[config.mk]
export PLATFORM = sky130hd
export DESIGN_NAME = jt12_kon_wr
export DESIGN_NICKNAME = d
export VERILOG_FILES = /design/src/rtl/jt12_kon_wr_pkg.sv /design/src/rtl/jt12_kon_wr_fifo.sv /design/src/rtl/jt12_kon_wr.sv
export SDC_FILE = /design/constraint.sdc
export NUM_CORES = 1
export LEC_CHECK = 0
export ABC_AREA = 1
export CAP_MARGIN = 20
export CORE_ASPECT_RATIO = 1.25
export CORE_UTILIZATION = 53
export CTS_CLUSTER_SIZE = 20
export DETAILED_ROUTE_END_ITERATION = 6
export GPL_TIMING_DRIVEN = 1
export PLACE_DENSITY = 0.81
export SYNTH_ARGS = -nofsm -noshare
export SYNTH_HDL_FRONTEND = slang
export SYNTH_SLANG_ARGS = --single-unit
[constraint.sdc]
create_clock -name clk -period 1.95 [get_ports clk]
set_input_delay 0.39 -clock clk [delete_from_list [all_inputs] [get_ports clk]]
set_output_delay 0.39 -clock clk [all_outputs]
set_load 0.1 [all_outputs]
[src/rtl/jt12_kon_wr_pkg.sv]
`default_nettype none
// +----------------------------------------------------------------------+
// | Module      : jt12_kon_wr_pkg                                        |
// | Description : Shared constants, types and helpers for the key-on     |
// |               register writer (register 0x28, part 0).               |
// |               No ports: package only.                                |
// | Revision    : 1.0 - initial release                                  |
// +----------------------------------------------------------------------+
package jt12_kon_wr_pkg;

   // Key-on register address inside part 0
   localparam logic [7:0] KON_REG_ADDR = 8'h28;

   // Queue entry width: {ch[2:0], op[3:0]}
   localparam int KON_ENTRY_W = 7;

   typedef enum logic [0:0] {
      ST_IDLE = 1'b0,
      ST_HOLD = 1'b1
   } kon_state_t;

   typedef struct packed {
      logic [2:0] ch;
      logic [3:0] op;
   } kon_entry_t;

   // One full operator-slot cycle: four operators per channel
   function automatic int kon_slots(input int num_ch);
      return num_ch * 4;
   endfunction

   // Channel codes skip 3 and 7; the upper group (4..6) exists only
   // on the six-channel variant.
   function automatic logic kon_code_valid(input logic [2:0] code, input int num_ch);
      logic ok;
      case (code)
         3'd0, 3'd1, 3'd2: ok = 1'b1;
         3'd4, 3'd5, 3'd6: ok = (num_ch > 3);
         default:          ok = 1'b0;
      endcase
      return ok;
   endfunction

endpackage
`default_nettype wire

[src/rtl/jt12_kon_wr_fifo.sv]
`default_nettype none
// +----------------------------------------------------------------------+
// | Module      : jt12_kon_fifo                                          |
// | Description : Small synchronous FIFO for pending key-on writes.      |
// |               A push on a full queue is accepted when a pop happens  |
// |               on the same edge.                                      |
// | Ports       : clk, rst (sync, active-high), push, pop, din[DW-1:0],  |
// |               dout[DW-1:0] (head, combinational), empty, full        |
// | Revision    : 1.0 - initial release                                  |
// +----------------------------------------------------------------------+
module jt12_kon_fifo #(
   parameter int DW    = 7,
   parameter int DEPTH = 2
) (
   input  logic          clk,
   input  logic          rst,
   input  logic          push,
   input  logic          pop,
   input  logic [DW-1:0] din,
   output logic [DW-1:0] dout,
   output logic          empty,
   output logic          full
);

   localparam int AW   = (DEPTH > 1) ? $clog2(DEPTH) : 1;
   localparam int CNTW = $clog2(DEPTH + 1);

   logic [DW-1:0]   r_mem [DEPTH];
   logic [AW-1:0]   r_wr_ptr;
   logic [AW-1:0]   r_rd_ptr;
   logic [CNTW-1:0] r_count;
   logic            w_do_pop;
   logic            w_do_push;

   function automatic logic [AW-1:0] ptr_next(input logic [AW-1:0] p);
      return (p == AW'(DEPTH - 1)) ? '0 : p + 1'b1;
   endfunction

   assign empty     = (r_count == '0);
   assign full      = (r_count == CNTW'(DEPTH));
   assign w_do_pop  = pop & ~empty;
   assign w_do_push = push & (~full | w_do_pop);
   assign dout      = r_mem[r_rd_ptr];

   always_ff @(posedge clk) begin
      if (w_do_push) begin
         r_mem[r_wr_ptr] <= din;
      end
   end

   always_ff @(posedge clk) begin
      if (rst) begin
         r_wr_ptr <= '0;
         r_rd_ptr <= '0;
         r_count  <= '0;
      end else begin
         if (w_do_push) r_wr_ptr <= ptr_next(r_wr_ptr);
         if (w_do_pop)  r_rd_ptr <= ptr_next(r_rd_ptr);
         case ({w_do_push, w_do_pop})
            2'b10:   r_count <= r_count + 1'b1;
            2'b01:   r_count <= r_count - 1'b1;
            default: r_count <= r_count;
         endcase
      end
   end

endmodule
`default_nettype wire

[src/rtl/jt12_kon_wr.sv]
`default_nettype none
// +----------------------------------------------------------------------+
// | Module      : jt12_kon_wr                                            |
// | Description : CPU-side key-on register writer. Decodes writes to     |
// |               0x28 (part 0), queues them, and presents each entry to |
// |               the key-on consumer for one full operator-slot cycle.  |
// | Ports       : clk, rst (sync, active-high), clk_en (slot strobe),    |
// |               write, addr[1:0] {a1,a0}, din[7:0] -> keyon_op[3:0],   |
// |               keyon_ch[2:0], up_keyon, busy, kon_drop (sticky)       |
// | Revision    : 1.0 - initial release                                  |
// +----------------------------------------------------------------------+
module jt12_kon_wr
   import jt12_kon_wr_pkg::*;
#(
   parameter int NUM_CH  = 6,
   parameter int FIFO_DW = 2
) (
   input  logic       clk,
   input  logic       rst,
   input  logic       clk_en,
   input  logic       write,
   input  logic [1:0] addr,
   input  logic [7:0] din,
   output logic [3:0] keyon_op,
   output logic [2:0] keyon_ch,
   output logic       up_keyon,
   output logic       busy,
   output logic       kon_drop
);

   localparam int SLOTS = kon_slots(NUM_CH);
   localparam int CW    = $clog2(SLOTS);

   kon_state_t       r_state;
   logic [7:0]       r_addr;
   logic             r_part;
   logic [CW-1:0]    r_cnt;

   logic             w_kon_wr;
   logic             w_pop;
   logic             w_empty;
   logic             w_full;
   logic             w_drop;
   kon_entry_t       w_new;
   logic [KON_ENTRY_W-1:0] w_head_raw;
   kon_entry_t       w_head;
   logic             w_unused;

   assign w_unused = din[3];

   assign w_kon_wr = write & addr[0] & ~r_part & (r_addr == KON_REG_ADDR)
                   & kon_code_valid(din[2:0], NUM_CH);
   assign w_new    = '{ch: din[2:0], op: din[7:4]};
   assign w_pop    = (r_state == ST_IDLE) & ~w_empty;
   // A full queue still takes the write if the head leaves on this edge
   assign w_drop   = w_kon_wr & w_full & ~w_pop;
   assign w_head   = kon_entry_t'(w_head_raw);
   assign busy     = up_keyon | ~w_empty;

   jt12_kon_fifo #(
      .DW    (KON_ENTRY_W),
      .DEPTH (FIFO_DW)
   ) u_fifo (
      .clk   (clk),
      .rst   (rst),
      .push  (w_kon_wr),
      .pop   (w_pop),
      .din   (w_new),
      .dout  (w_head_raw),
      .empty (w_empty),
      .full  (w_full)
   );

   // Address/part latch and sticky drop flag
   always_ff @(posedge clk) begin
      if (rst) begin
         r_addr   <= '0;
         r_part   <= 1'b0;
         kon_drop <= 1'b0;
      end else begin
         if (write & ~addr[0]) begin
            r_addr <= din;
            r_part <= addr[1];
         end
         if (w_drop) kon_drop <= 1'b1;
      end
   end

   // Presentation FSM; keyon_ch/keyon_op keep their value after a hold
   always_ff @(posedge clk) begin
      if (rst) begin
         r_state  <= ST_IDLE;
         up_keyon <= 1'b0;
         keyon_ch <= '0;
         keyon_op <= '0;
         r_cnt    <= '0;
      end else begin
         case (r_state)
            ST_IDLE: begin
               if (!w_empty) begin
                  keyon_ch <= w_head.ch;
                  keyon_op <= w_head.op;
                  up_keyon <= 1'b1;
                  r_cnt    <= CW'(SLOTS - 1);
                  r_state  <= ST_HOLD;
               end
            end
            ST_HOLD: begin
               if (clk_en) begin
                  if (r_cnt == '0) begin
                     up_keyon <= 1'b0;
                     r_state  <= ST_IDLE;
                  end else begin
                     r_cnt <= r_cnt - 1'b1;
                  end
               end
            end
            default: begin
               up_keyon <= 1'b0;
               r_state  <= ST_IDLE;
            end
         endcase
      end
   end

endmodule
`default_nettype wire

==> Word-level counts from Yosys, hierarchy flattened <==
Memory sizes are Yosys's and may differ from the RTL's. A register that Yosys moved wholly into a read port is not among the register bits.
Cells that the tools add are included.
{ "totals": {"register_bits": 21, "ram_bits": 14, "inputBits": 14, "out_inout_bits": 10, "elab_cells": 72, "memories": 1} }
{ "op_classes": {"add_sub_neg": 5, "eq_ne": 13, "muxes": 18, "n_bitwise": 18, "reduce_logical": 8} }
{ "mem_list": {"columns": ["memory", "words", "width", "read_ports", "rd_clocked_by_memory_dff", "write_ports", "line", "text"], "rows": [
  ["u_fifo.r_mem", 2, 7, 1, 1, 1, "jt12_kon_wr_fifo.sv:28", "logic [DW-1:0] r_mem [DEPTH];"]
]} }
{ "ops": {"columns": ["operator", "count"], "rows": [
  ["two-way mux 5 bit", 3],
  ["two-way mux 1 bit", 11],
  ["AND 1 bit", 10],
  ["one-hot mux 5 bit (2 select lines)", 1],
  ["equality test 3 bit, second input constant", 3],
  ["equality test 8 x 6 -> 1 bit, second input constant", 1],
  ["inequality test 2 bit, second input constant", 3],
  ["inverter 1 bit", 6],
  ["AND reduction 3 bit", 2],
  ["OR reduction 6 bit", 1],
  ["logical NOT 5 bit", 1],
  ["subtractor 5 x 1 -> 5 bit, second input constant", 1],
  ["equality test 2 bit, second input constant", 2],
  ["one-hot mux 1 bit (2 select lines)", 2],
  ["one-hot mux 2 bit (2 select lines)", 1],
  ["equality test 3 x 1 -> 1 bit, second input constant", 1],
  ["equality test 3 x 2 -> 1 bit, second input constant", 1],
  ["logical NOT 3 bit", 1],
  ["adder 1 bit, second input constant", 2],
  ["adder 2 x 1 -> 2 bit, second input constant", 1],
  ["equality test 2 x 1 -> 1 bit, second input constant", 1],
  ["logical NOT 2 bit", 1],
  ["inequality test 2 x 1 -> 1 bit, second input constant", 1],
  ["OR 1 bit", 2],
  ["3 further kinds", 3]
]} }

==> Longest topological paths before layout <==
{ "logic_depth": {"depth_word": 8, "ltp_mapped": 9, "depth_no_buf": 9} }

==> Hierarchy <==
Synthesis repeated with hierarchy kept, for this count alone.
{ "hier_totals": {"cells_unflattened": 198, "hier_area_um2": 1762.9} }
{ "by_module_without_submodules": {"columns": ["module", "instances", "cells_per_inst", "area_per_inst_um2", "seq_area_each_um2"], "rows": [
  ["jt12_kon_wr", 1, 137, 1008.5, 480.5],
  ["jt12_kon_fifo", 1, 61, 754.5, 520.5]
]} }

==> Least setup slack after synthesis <==
Ideal clock, no wire load.
{ "synth_path": {"path_kind": "register to output", "from": "register up_keyon", "to": "output busy", "t_arrival_ns": 1.708, "required_ns": 1.560, "path_slack_ns": -0.148, "stages_incl_launch_ff": 3, "path_buffers": 0, "path_cell_list": "dfxtp_1 > inv_1 > nand2_1"} }
{ "synth_via": {"elab_chain_cells": 1} }
{ "synth_rtl": {"columns": ["item", "line", "text"], "rows": [
  ["start: declaration", "jt12_kon_wr.sv:26", "output logic up_keyon,"],
  ["start signal: assignment", "jt12_kon_wr.sv:93", "up_keyon <= 1'b0;"],
  ["start signal: assignment", "jt12_kon_wr.sv:103", "up_keyon <= 1'b1;"],
  ["start signal: assignment", "jt12_kon_wr.sv:111", "up_keyon <= 1'b0;"],
  ["OR 1 bit", "jt12_kon_wr.sv:58", "assign busy = up_keyon | ~w_empty;"],
  ["end: declaration", "jt12_kon_wr.sv:27", "output logic busy,"]
]} }
Every way passes these cells.

==> Worst setup path in the final report <==
{ "layout_path": {"from": "input din[1]", "to": "register u_fifo.r_count[1]"} }
{ "layout_via": {"elab_chain_cells": 7, "word_cells_on_any_way": 14, "classes_between": "7 x eq/ne; 2 x mux; 2 x bitwise; 3 x reduce/logical"} }
{ "layout_rtl": {"columns": ["item", "line", "text"], "rows": [
  ["start: declaration", "jt12_kon_wr.sv:23", "input logic [7:0] din,"],
  ["equality test 3 bit, or another cell as far along", "jt12_kon_wr_pkg.sv:36", "case (code)"],
  ["OR reduction 6 bit (no source line) (*)", null, null],
  ["two-way mux 1 bit (*)", "jt12_kon_wr_pkg.sv:36", null],
  ["AND 1 bit (*)", "jt12_kon_wr.sv:52", "& kon_code_valid(din[2:0], NUM_CH);"],
  ["AND 1 bit (*)", "jt12_kon_wr_fifo.sv:42", "assign w_do_push = push & (~full | w_do_pop);"],
  ["equality test 2 x 1 -> 1 bit or equality test 2 bit (tied branches)", "jt12_kon_wr_fifo.sv:59", "case ({w_do_push, w_do_pop})"],
  ["one-hot mux 2 bit (2 select lines) or nonzero test 2 bit (tied branches)", null, null],
  ["end signal: assignment", "jt12_kon_wr_fifo.sv:60", "2'b10: r_count <= r_count + 1'b1;"],
  ["end signal: assignment", "jt12_kon_wr_fifo.sv:61", "2'b01: r_count <= r_count - 1'b1;"],
  ["end signal: assignment", "jt12_kon_wr_fifo.sv:62", "default: r_count <= r_count;"],
  ["end: declaration", "jt12_kon_wr_fifo.sv:31", "logic [CNTW-1:0] r_count;"]
]} }
Every way passes the cells marked *; elsewhere a longest branch is shown, timed or not.
A chain may end at the register's enable or synchronous reset.

==> flow_summary_export.csv <==
group,metric,value,unit
sta,maxSlewHeadroom,76.0,%
route,route.detailed.drc,0,
run_status,status,"complete, no violations",
power_and_ir_drop,p_leak,0.886,nW
power_and_ir_drop,p_comb_share,48.8,%
global_route,antenna_found_initial,0,
floorplanning,io_pins,24,
clocking,cts_resized,0,
critical_path,arrival,1970,ps
sta,period_share,91.4,%
synthesis,syn_inst,206,
clocking,worst_skew_pair.late_latency,300,ps
sta,clock_skew,5.04,ps
route,drt_first_iter_violations,32,
sta,worst-slew-pin-transition,360,ps
global_route,grt_pass1_vias,1243,
global_route,grt_overflow,0,
synthesis,yosys-top-cells-count,"38 x nand2_1, 28 x dfxtp_1, 27 x nor2_1, 22 x inv_1, 21 x o21ai_0",
sta,hold_ws,462,ps
synthesis,synthFlopType,"dfxtp_1",
synthesis,async_flop_share,0,%
synthesis,synth-seq-cells,42,
run,drv_cap,0,
placed_design,dp.cells,270,
clocking,tritoncts,"done",
power_and_ir_drop,intPower,0.00184,W
sta,finalSetupViolCount,0,
clocking,cts_root_buf,"clkbuf_8",
global_route,grt_pass1_wl,5100,um
floorplanning,coreArea,3190,um2
critical_path,rrSetupSlack,240,ps
sta,setup_tns,0,ps
global_route,track_usage,20.6,%
synthesis,yosys.area.top_type,"dfxtp_1",
synthesis,yosysMostFrequentCell,"nand2_1",
sta,final-hold-violation-count,0,
sta,rsz0062_at_grt,"false",
placed_design,place_area,2070,um2
route,vias_per_cell,5.13,
clocking,cts.sinks,42,
clocking,ctsHoldBuffers,0,
critical_path,cp_max_fo,3,
placed_design,port_buffers,23,
route,via_count,1426,
route,wirelength,3140,um
synthesis,yosys_warnings,0,
global_route,grtUsageMet1,22.5,%
critical_path,worstSetupEndpointType,"flip-flop",
global_route,busiest_layer,"met2",
floorplanning,die_y,66.4,um
sta,slew_viol_final,0,
global_route,use_met3,4.14,%
global_route,gr-usage-met2,35.8,%
floorplanning,start_util,55.0,%
global_route,grt_max_degree,24,
placed_design,pre_cts_ws,-130,ps
synthesis,synth_edf_count,14,
final_layout,finalInstanceArea,2170,um2
route,wl_per_cell,11.3,um
clocking,numCtsBuffers,5,
critical_path,path_class,"input port to flip-flop",
route,antenna_left,0,
synthesis,synth_nets,223,
final_layout,fin_cells,278,
sta,period_minus_slack,1780,ps
final_layout,fin_nets,257,
worst_hold_path,hold_class,"flip-flop to flip-flop",
floorplanning,rows,23,
synthesis,seq_area_frac_synth,55.8,%
clocking,clockBufferDepth,2,
synthesis,synth_top_area_share,31.9,%
final_layout,layout-drive-gt1-share,16.2,%
power_and_ir_drop,p_per_area,1650,nW/um2
critical_path,startpoint_type,"input port",
floorplanning,dieArea,3550,um2
floorplanning,dieWidth,53.5,um
power_and_ir_drop,p_clk_share,16.7,%
clocking,cts.htree.levels,2,
critical_path,crit_required,2140,ps
final_layout,area_growth,23.3,%
clocking,clk_pin_slew_worst_paths,90,ps
synthesis,avgSynthCellArea,8.53,um2
sta,setup_ws,169,ps
synthesis,ys_types,25,
power_and_ir_drop,seqPwrFrac,34.5,%
synthesis,yosys-top-cells-area,"dfxtp_1 32%, edfxtp_1 24%, nand2_1 8.1%, o21ai_0 6.0%, nor2_1 5.8%",
final_layout,antennaDiodeCount,0,
sta,clock.fmax,0.561,GHz
route,drt_pass1_iterations,4,
synthesis,synthesis.area,1760,um2
power_and_ir_drop,swShare,48.4,%
clocking,post_cts_buffers,0,
power_and_ir_drop,ir_worst_vdd,1.26,mV
placed_design,gp_congestion,0.787,
placed_design,place_hpwl,2260,um
power_and_ir_drop,switchingPower,0.00173,W
-- cell type report --
cell class              instances  area [um2]
flip-flops and latches         42         982
multi-input cells             136         669
repair buffers                 32         285
clock inverters                 3        28.8
inverters                      23        86.3
clock buffers                   5        68.8
fillers                       258        1030
well taps                      37        46.3
-- placed cells by master (no fill, tap or decap), drive strengths merged --
| cell | netlist | layout |
|---|---|---|
| nor2 | 31 | 31 |
| nand3b | 1 | 1 |
| edfxtp | 14 | 14 |
| or2 | 1 | 1 |
| buf | 3 | 19 |
| nand3 | 11 | 11 |
| clkdlybuf4s50 | 0 | 13 |
| clkinv | 0 | 1 |
| dfxtp | 28 | 28 |
| inv | 23 | 25 |
| nand2 | 41 | 41 |
| nor3 | 2 | 2 |
| and3 | 1 | 1 |
| a21oi | 15 | 15 |
| clkbuf | 2 | 5 |
| nand4 | 1 | 1 |
| a31oi | 7 | 7 |
| o21ai | 22 | 22 |
| ha | 3 | 3 |
-- path summary, 6_finish.rpt --
check                                                     from                             end  cells past startpoint
worst max-delay path                                    din[1]  u_fifo.r_count[1]$_SDFFE_PP0P_                      9
worst min-delay path                     kon_drop$_SDFFE_PP0P_           kon_drop$_SDFFE_PP0P_                      2
worst max register to register  u_fifo.r_count[0]$_SDFFE_PP0P_  u_fifo.r_count[1]$_SDFFE_PP0P_                      7
worst min register to register           kon_drop$_SDFFE_PP0P_           kon_drop$_SDFFE_PP0P_                      2
-- metal layers --
layer | vias to the layer above | wire (um)
met4 | 0 | 72
met5 | - | 0
met1 | 640 | 1290
met2 | 32 | 1680
met3 | 7 | 101
li1 | 747 | -
-- through the flow --
step           total power, W  utilization (%)
3_3_place_gp          0.00297             64.8
2_1_floorplan         0.00260                -
6_report              0.00357             67.8
5_1_grt               0.00378             67.8
4_1_cts               0.00358             67.8
3_5_place_dp          0.00299             64.8
-- sequential cells by signal, indices dropped and copies added, names as in the netlist --
name,flops
up_keyon,1
r_addr,8
r_part,1
r_state,1
keyon_op,4
keyon_ch,3
u_fifo.r_rd_ptr,1
kon_drop,1
u_fifo.r_count,2
r_cnt,5
u_fifo.r_mem,14
u_fifo.r_wr_ptr,1
-- worst max-delay path, cell delays in order --
cell	delay [ps]
clkdlybuf4s50_1	420
nand2_1	100
and3_1	180
nand3_1	100
ha_1	330
a21oi_1	120
o21ai_0	110
o21ai_0	170
a21oi_1	60
-- power groups by stage --
stage | registers, W | clock network [W] | logic, W
after global routing | 0.00125 | 0.000636 | 0.00189
after floorplan | 0.00173 | 0 | 0.000869
after detailed placement | 0.00125 | 0 | 0.00174
after global placement | 0.00124 | 0 | 0.00172
final | 0.00123 | 0.000596 | 0.00174
after CTS | 0.00123 | 0.000604 | 0.00175
-- cell families (layout without fill, tap and decap cells) --
kind of cell | after synthesis | in the layout | share of synthesized area [%]
adders and majority gates | 3 | 3 | 2.14
AOI/OAI and AO/OA | 44 | 44 | 13.2
buffers and inverters | 28 | 63 | 6.12
and+or+nand+nor | 89 | 89 | 22.7
DFF | 42 | 42 | 55.8
No activity file was read; power rests on OpenSTA's default activity.
